## config.mk

```make
export PLATFORM = sky130hd
export DESIGN_NAME = lt24_touch_scanner
export DESIGN_NICKNAME = d
export VERILOG_FILES = /design/src/rtl/lt24_touch_scanner.sv
export SDC_FILE = /design/constraint.sdc
export NUM_CORES = 1
export LEC_CHECK = 0
export ABC_CLOCK_PERIOD_IN_PS = 4000
export BUFFER_PORTS_ARGS = -buffer_cell sky130_fd_sc_hd__buf_2
export CORE_ASPECT_RATIO = 1.75
export CORE_MARGIN = 2
export CORE_UTILIZATION = 59
export DETAILED_ROUTE_END_ITERATION = 6
export MAX_ROUTING_LAYER = met4
export PLACE_DENSITY_LB_ADDON = 0.25
export SLEW_MARGIN = 20
export SYNTH_ARGS = -nofsm -noshare
export SYNTH_HDL_FRONTEND = slang
export SYNTH_SLANG_ARGS = --single-unit
```

## constraint.sdc

```tcl
create_clock -name clk -period 4 [get_ports clk]
set_input_delay 0.8 -clock clk [delete_from_list [all_inputs] [get_ports clk]]
set_output_delay 0.8 -clock clk [all_outputs]
set_load 0.02 [all_outputs]
```

## src/rtl/lt24_touch_scanner.sv

```systemverilog
// LT24 resistive-touch scanner: debounces pen-down, runs X-then-Y ADS7843 conversions
// over a bit-banged SPI, and exposes the samples to Nios II through Avalon-MM.
module lt24_touch_scanner #(
    parameter int unsigned DCLK_HALF  = 25,
    parameter int unsigned DEBOUNCE   = 1000,
    parameter int unsigned SAMPLE_GAP = 50000
) (
    input  logic        clk,
    input  logic        reset_n,
    input  logic [1:0]  avs_address,
    input  logic        avs_read,
    input  logic        avs_write,
    input  logic [31:0] avs_writedata,
    output logic [31:0] avs_readdata,
    output logic        irq,
    input  logic        lt24_touch_penirq_n,
    input  logic        lt24_touch_dout,
    input  logic        lt24_touch_busy,
    output logic        lt24_touch_cs,
    output logic        lt24_touch_dclk,
    output logic        lt24_touch_din
);

    typedef enum logic [2:0] {
        ST_IDLE  = 3'd0,
        ST_START = 3'd1,
        ST_SHIFT = 3'd2,
        ST_DONE  = 3'd3,
        ST_GAP   = 3'd4
    } state_t;

    localparam logic [31:0] DEB_LAST  = 32'(DEBOUNCE - 1);
    localparam logic [31:0] HALF_LAST = 32'(DCLK_HALF - 1);
    localparam logic [31:0] GAP_LAST  = 32'(SAMPLE_GAP - 1);

    state_t      r_state, w_state_nxt;
    logic        r_pen_meta, r_pen_sync, r_dout_meta, r_dout_sync;
    logic [31:0] r_cnt, w_cnt_nxt;
    logic        r_half, w_half_nxt;
    logic [4:0]  r_k, w_k_nxt;
    logic        r_axis, w_axis_nxt;
    logic [7:0]  r_cmd, w_cmd_nxt;
    logic [11:0] r_shift, w_shift_nxt;
    logic [11:0] r_x, w_x_nxt;
    logic        w_frame_done, w_pen_set, w_pen_clr;
    logic        r_enable, r_irq_en, r_pen_down, r_valid;
    logic        w_valid_nxt, w_irq_en_nxt, w_frame_active;
    logic [11:0] r_data_x, r_data_y;
    logic [15:0] r_count;
    logic        r_cs, r_dclk, r_din, r_irq;
    logic [31:0] r_readdata, w_rd_mux;
    logic        w_unused;

    assign w_unused = ^{lt24_touch_busy, avs_writedata[31:2]};

    // Two-flop synchronizers for the asynchronous ADC inputs
    always_ff @(posedge clk or negedge reset_n) begin
        if (!reset_n) begin
            r_pen_meta  <= 1'b1;
            r_pen_sync  <= 1'b1;
            r_dout_meta <= 1'b0;
            r_dout_sync <= 1'b0;
        end else begin
            r_pen_meta  <= lt24_touch_penirq_n;
            r_pen_sync  <= r_pen_meta;
            r_dout_meta <= lt24_touch_dout;
            r_dout_sync <= r_dout_meta;
        end
    end

    // FSM next-state and conversion datapath
    always_comb begin
        w_state_nxt  = r_state;
        w_cnt_nxt    = r_cnt;
        w_half_nxt   = r_half;
        w_k_nxt      = r_k;
        w_axis_nxt   = r_axis;
        w_cmd_nxt    = r_cmd;
        w_shift_nxt  = r_shift;
        w_x_nxt      = r_x;
        w_frame_done = 1'b0;
        w_pen_set    = 1'b0;
        w_pen_clr    = 1'b0;
        case (r_state)
            ST_IDLE: begin
                if (r_pen_sync || !r_enable) begin
                    w_cnt_nxt = 32'd0;
                end else if (r_cnt == DEB_LAST) begin
                    w_cnt_nxt   = 32'd0;
                    w_state_nxt = ST_START;
                    w_pen_set   = 1'b1;
                end else begin
                    w_cnt_nxt = r_cnt + 32'd1;
                end
            end
            ST_START: begin
                w_state_nxt = ST_SHIFT;
                w_cmd_nxt   = 8'hD0;
                w_axis_nxt  = 1'b0;
                w_k_nxt     = 5'd1;
                w_half_nxt  = 1'b0;
                w_cnt_nxt   = 32'd0;
                w_shift_nxt = 12'd0;
            end
            ST_SHIFT: begin
                if (r_cnt == HALF_LAST) begin
                    w_cnt_nxt = 32'd0;
                    if (!r_half) begin
                        // DCLK rises on this edge; capture result bits of periods 10..21
                        w_half_nxt = 1'b1;
                        if ((r_k >= 5'd10) && (r_k <= 5'd21)) begin
                            w_shift_nxt = {r_shift[10:0], r_dout_sync};
                        end else begin
                            w_shift_nxt = r_shift;
                        end
                    end else begin
                        w_half_nxt = 1'b0;
                        if (r_k == 5'd24) begin
                            if (!r_axis) begin
                                w_x_nxt    = r_shift;
                                w_cmd_nxt  = 8'h90;
                                w_axis_nxt = 1'b1;
                                w_k_nxt    = 5'd1;
                            end else begin
                                w_state_nxt = ST_DONE;
                            end
                        end else begin
                            w_k_nxt = r_k + 5'd1;
                        end
                    end
                end else begin
                    w_cnt_nxt = r_cnt + 32'd1;
                end
            end
            ST_DONE: begin
                w_frame_done = 1'b1;
                w_state_nxt  = ST_GAP;
                w_cnt_nxt    = 32'd0;
            end
            ST_GAP: begin
                if (r_cnt == GAP_LAST) begin
                    w_cnt_nxt = 32'd0;
                    if (r_enable && !r_pen_sync) begin
                        w_state_nxt = ST_START;
                    end else begin
                        w_state_nxt = ST_IDLE;
                        w_pen_clr   = 1'b1;
                    end
                end else begin
                    w_cnt_nxt = r_cnt + 32'd1;
                end
            end
            default: begin
                w_state_nxt = ST_IDLE;
                w_cnt_nxt   = 32'd0;
            end
        endcase
    end

    // FSM state register, datapath registers and registered SPI pins
    always_ff @(posedge clk or negedge reset_n) begin
        if (!reset_n) begin
            r_state <= ST_IDLE;
            r_cnt   <= 32'd0;
            r_half  <= 1'b0;
            r_k     <= 5'd0;
            r_axis  <= 1'b0;
            r_cmd   <= 8'd0;
            r_shift <= 12'd0;
            r_x     <= 12'd0;
            r_cs    <= 1'b1;
            r_dclk  <= 1'b0;
            r_din   <= 1'b0;
        end else begin
            r_state <= w_state_nxt;
            r_cnt   <= w_cnt_nxt;
            r_half  <= w_half_nxt;
            r_k     <= w_k_nxt;
            r_axis  <= w_axis_nxt;
            r_cmd   <= w_cmd_nxt;
            r_shift <= w_shift_nxt;
            r_x     <= w_x_nxt;
            // Pins follow the next state so they line up with the state they describe
            r_cs    <= !((w_state_nxt == ST_START) || (w_state_nxt == ST_SHIFT));
            r_dclk  <= (w_state_nxt == ST_SHIFT) && w_half_nxt;
            r_din   <= ((w_state_nxt == ST_SHIFT) && !w_half_nxt && (w_k_nxt >= 5'd1) && (w_k_nxt <= 5'd8))
                       ? w_cmd_nxt[3'(5'd8 - w_k_nxt)] : 1'b0;
        end
    end

    assign w_frame_active = (r_state == ST_START) || (r_state == ST_SHIFT) || (r_state == ST_DONE);

    // A completing frame outranks a simultaneous DATA read when updating valid
    always_comb begin
        w_valid_nxt  = r_valid;
        w_irq_en_nxt = r_irq_en;
        w_rd_mux     = 32'd0;
        if (w_frame_done) begin
            w_valid_nxt = 1'b1;
        end else if (avs_read && (avs_address == 2'd2)) begin
            w_valid_nxt = 1'b0;
        end else begin
            w_valid_nxt = r_valid;
        end
        if (avs_write && (avs_address == 2'd0)) begin
            w_irq_en_nxt = avs_writedata[1];
        end else begin
            w_irq_en_nxt = r_irq_en;
        end
        case (avs_address)
            2'd0:    w_rd_mux = {30'd0, r_irq_en, r_enable};
            2'd1:    w_rd_mux = {29'd0, w_frame_active, r_valid, r_pen_down};
            2'd2:    w_rd_mux = {4'd0, r_data_x, 4'd0, r_data_y};
            2'd3:    w_rd_mux = {16'd0, r_count};
            default: w_rd_mux = 32'd0;
        endcase
    end

    // Control/status registers, result latch, read port and interrupt
    always_ff @(posedge clk or negedge reset_n) begin
        if (!reset_n) begin
            r_enable   <= 1'b0;
            r_irq_en   <= 1'b0;
            r_pen_down <= 1'b0;
            r_valid    <= 1'b0;
            r_data_x   <= 12'd0;
            r_data_y   <= 12'd0;
            r_count    <= 16'd0;
            r_irq      <= 1'b0;
            r_readdata <= 32'd0;
        end else begin
            if (avs_write && (avs_address == 2'd0)) begin
                r_enable <= avs_writedata[0];
            end
            r_irq_en <= w_irq_en_nxt;
            if (w_pen_set) begin
                r_pen_down <= 1'b1;
            end else if (w_pen_clr) begin
                r_pen_down <= 1'b0;
            end
            if (w_frame_done) begin
                r_data_x <= r_x;
                r_data_y <= r_shift;
                r_count  <= r_count + 16'd1;
            end
            r_valid <= w_valid_nxt;
            r_irq   <= w_valid_nxt && w_irq_en_nxt;
            if (avs_read) begin
                r_readdata <= w_rd_mux;
            end
        end
    end

    assign avs_readdata    = r_readdata;
    assign irq             = r_irq;
    assign lt24_touch_cs   = r_cs;
    assign lt24_touch_dclk = r_dclk;
    assign lt24_touch_din  = r_din;

endmodule

```

==> reports/qor.yml <==
status:
  status: "complete, no violations"
clock_tree:
  post-cts-setup-buffer-count: 0
  cts_made_buffers: 17
  ctsResizeCount: 0
  insertion_delay_ns: 0.42
  cts_tree: "yes"
  clockBufferDepth: 2
  cts_sinks: 154
  path_clk_slew_ns: 0.07
  htreeDepth: 4
  cts_hold_buf: 0
  root_buffer: "clkbuf_16"
final_layout:
  syn_to_final_growth_pct: 12.8
  finalCoreUtilization_pct: 68.3
  diodes: 0
  final_common_cell: "dfrtp_1"
  layout_common_cells: "dfrtp_1, nand2_1, nor2_1"
  multi_input_area_um2: 2910
  nets: 796
  nFillCells: 897
  final_layout_size_suffix_gt1_share_pct: 16.0
  stdcell_area_um2: 7950
  seq_area_um2: 3860
drt:
  wl_um: 13800
  wire_per_inst_um: 15.5
  antenna_left: 0
  first_iter_violations: 324
  drt_pass1_iterations: 5
  routed-via-count: 5000
  vias_per_cell: 5.60
  route.detailed.drc: 0
worst_setup_path:
  critPathBufInv: 2
  crit_family: "simple AND/OR/NAND/NOR gates"
  start_kind: "flip-flop"
  crit_fanout: 13
  cp.required_ns: 4.32
  endpoint_kind: "flip-flop"
  critPathKind: "flip-flop to flip-flop"
  max_stage_delay_ns: 0.56
  crit_arrival_ns: 3.78
  path_cells: "inv_1 -> ha_1 -> nor3b_1 -> nand3_1 -> or4_4 -> or3_4 -> nand3_2 -> inv_1 -> ha_1 -> a211o_1 -> a21boi_1 -> nor4_1 -> a211oi_1"
  cp_slowest_cell: "or4_4"
placed_design:
  dp_hpwl_um: 9490
  globalplace.congestion: 0.926
  portBuffers: 41
  placed_area_um2: 7380
die:
  rows: 52
  design.die.area_um2: 12900
  coreArea_um2: 11600
  initial_core_util_pct: 60.6
  die_h_um: 149
  num_io_pins: 77
  dieWidth_um: 86.6
pwr:
  power_frac_seq_pct: 48.6
  power_density_nw_per_um2: 408
  switching_share_pct: 23.6
  clkPwrFrac_pct: 48.2
  internal-power_mw: 2.48
  pwr-share-comb_pct: 3.1
  vdd_drop_max_mv: 0.274
  p_sw_uw: 767
  p_leak_nw: 3.75
synth:
  synth_edf_count: 0
  ys.flop_type: "dfrtp_1"
  syn_area_um2: 7050
  avgSynthCellArea_um2: 9.99
  synth-seq-cells: 154
  yosysSeqAreaShare_pct: 54.7
  ys_warn_count: 0
  async_flop_share_pct: 100
  synth_cell_type_count: 60
  netlist_instances: 706
sta:
  maxSlewHeadroom_pct: 46.3
  fin_skew_ns: 0.00929
  finalSetupTns_ns: 0
  hold_violations: 0
  rsz0062_at_grt: "no"
  report.final.slew_viol_count: 0
  finalCriticalPeriod_ns: 3.46
  hold_slack_ns: 0.351
  worst_pin_slew_ns: 0.806
  max_freq_mhz: 289
  fin_crit_sh_pct: 86.6
  finalSetupViolCount: 0
global_routing:
  grt_pass1_wl_um: 23600
  grt-ovfl-total: 0
  grt.total_usage_pct: 23.9
  antenna_found_initial: 0
  grt_pass1_vias: 5053
  grt_start_max_net_pins: 91
worst_hold_path:
  min_path_type: "flip-flop to flip-flop"
flow_run:
  drv_cap: 0
## final cells by class
| type | count | share of cell area, % |
|---|---|---|
| clock inverters | 15 | 1.90 |
| flip-flops and latches | 154 | 48.5 |
| inverters | 40 | 1.89 |
| well taps | 135 | 2.12 |
| repair buffers | 50 | 3.67 |
| multi-input cells | 482 | 36.6 |
| clock buffers | 17 | 5.35 |
## metal layers
metal | up-vias | routed length (um) | share of wire (%) | track usage [%]
li1 | 2422 | - | - | -
met1 | 2439 | 5460 | 39 | 26.9
met2 | 105 | 7620 | 55 | 40.6
met3 | 34 | 349 | 2.5 | 4.38
met4 | 0 | 407 | 2.9 | 11.1
met5 | - | 0 | 0 | -
## through the flow
step,worst slack [ns],cells,total power [mW]
after floorplan,1.04,709,1.66
after global placement,0.572,861,1.71
after detailed placement,0.505,861,1.71
after CTS,0.490,893,3.27
after global routing,0.368,893,3.35
final,0.535,893,3.24
## state kept, by name (all words and copies together) (netlist names)
signal           flops
r_k                  5
lt24_touch_cs        1
r_x                 12
r_dout_sync          1
r_cmd                8
avs_readdata        28
r_pen_sync           1
r_half               1
r_irq_en             1
r_dout_meta          1
r_enable             1
r_state              3
irq                  1
lt24_touch_din       1
r_valid              1
r_data_x            12
r_pen_down           1
lt24_touch_dclk      1
r_data_y            12
r_shift             12
r_count             16
r_pen_meta           1
r_axis               1
r_cnt               32
## cells by family after synthesis
family | count (synthesis) | share of synthesized area [%]
DFF | 154 | 54.7
buffers and inverters | 73 | 4.21
xor gates and xnor gates | 48 | 5.96
adders and majority gates | 10 | 1.77
muxes | 31 | 5.07
other | 1 | 0.0532
and+or+nand+nor | 314 | 21.5
AOI/OAI and AO/OA | 75 | 6.74
## worst paths after layout
| kind | start | endpoint | slack (ns) | cells past startpoint |
|---|---|---|---|---|
| max in group asynchronous | reset_n | lt24_touch_cs | 2.75 | 2 |
| worst max-delay path | r_cnt[0] | lt24_touch_din | 0.54 | 13 |
| worst max register to register | r_cnt[0] | lt24_touch_din | 0.54 | 13 |
| min in group asynchronous | reset_n | r_count[13] | 0.45 | 1 |
| worst min register to register | r_dout_meta | r_dout_sync | 0.35 | 0 |
| worst min-delay path | r_dout_meta | r_dout_sync | 0.35 | 0 |
## cell usage after synthesis (all sizes together), types with 2 or more instances
cell	number	area, um^2
or3b	2	17.5
and4	2	17.5
xnor2	30	263
nand4	10	62.6
o21ai	35	179
nand3b	3	22.5
o211ai	3	27.5
nor2	64	240
a21oi	6	30.0
nand2	143	537
or2	2	12.5
mux2	18	203
a31oi	2	12.5
mux4	2	45.0
nand3	23	125
mux2i	11	110
dfrtp	151	3780
a22oi	3	22.5
nor4	10	105
o32ai	2	17.5
ha	10	125
buf	7	48.8
dfstp	3	78.8
o21a	3	22.5
nor2b	5	31.3
or4	4	33.8
inv	40	150
o31ai	2	15.0
or3	6	42.5
and3b	2	17.5
and3	11	68.8
o22ai	13	81.3
nor3	8	40.0
clkbuf	26	97.6
a211oi	2	15.0
and2	9	56.3
nor3b	4	30.0
xor2	18	158
## power by group through the flow
| stage | sequential, mW | combinational [mW] | clock (mW) |
|---|---|---|---|
| global placement | 1.61 | 0.102 | 0 |
| global route | 1.58 | 0.116 | 1.66 |
| detailed placement | 1.61 | 0.105 | 0 |
| floorplan | 1.61 | 0.0515 | 0 |
| CTS | 1.58 | 0.105 | 1.59 |
| finish | 1.58 | 0.102 | 1.56 |
No activity file was read; power rests on OpenSTA's default activity.
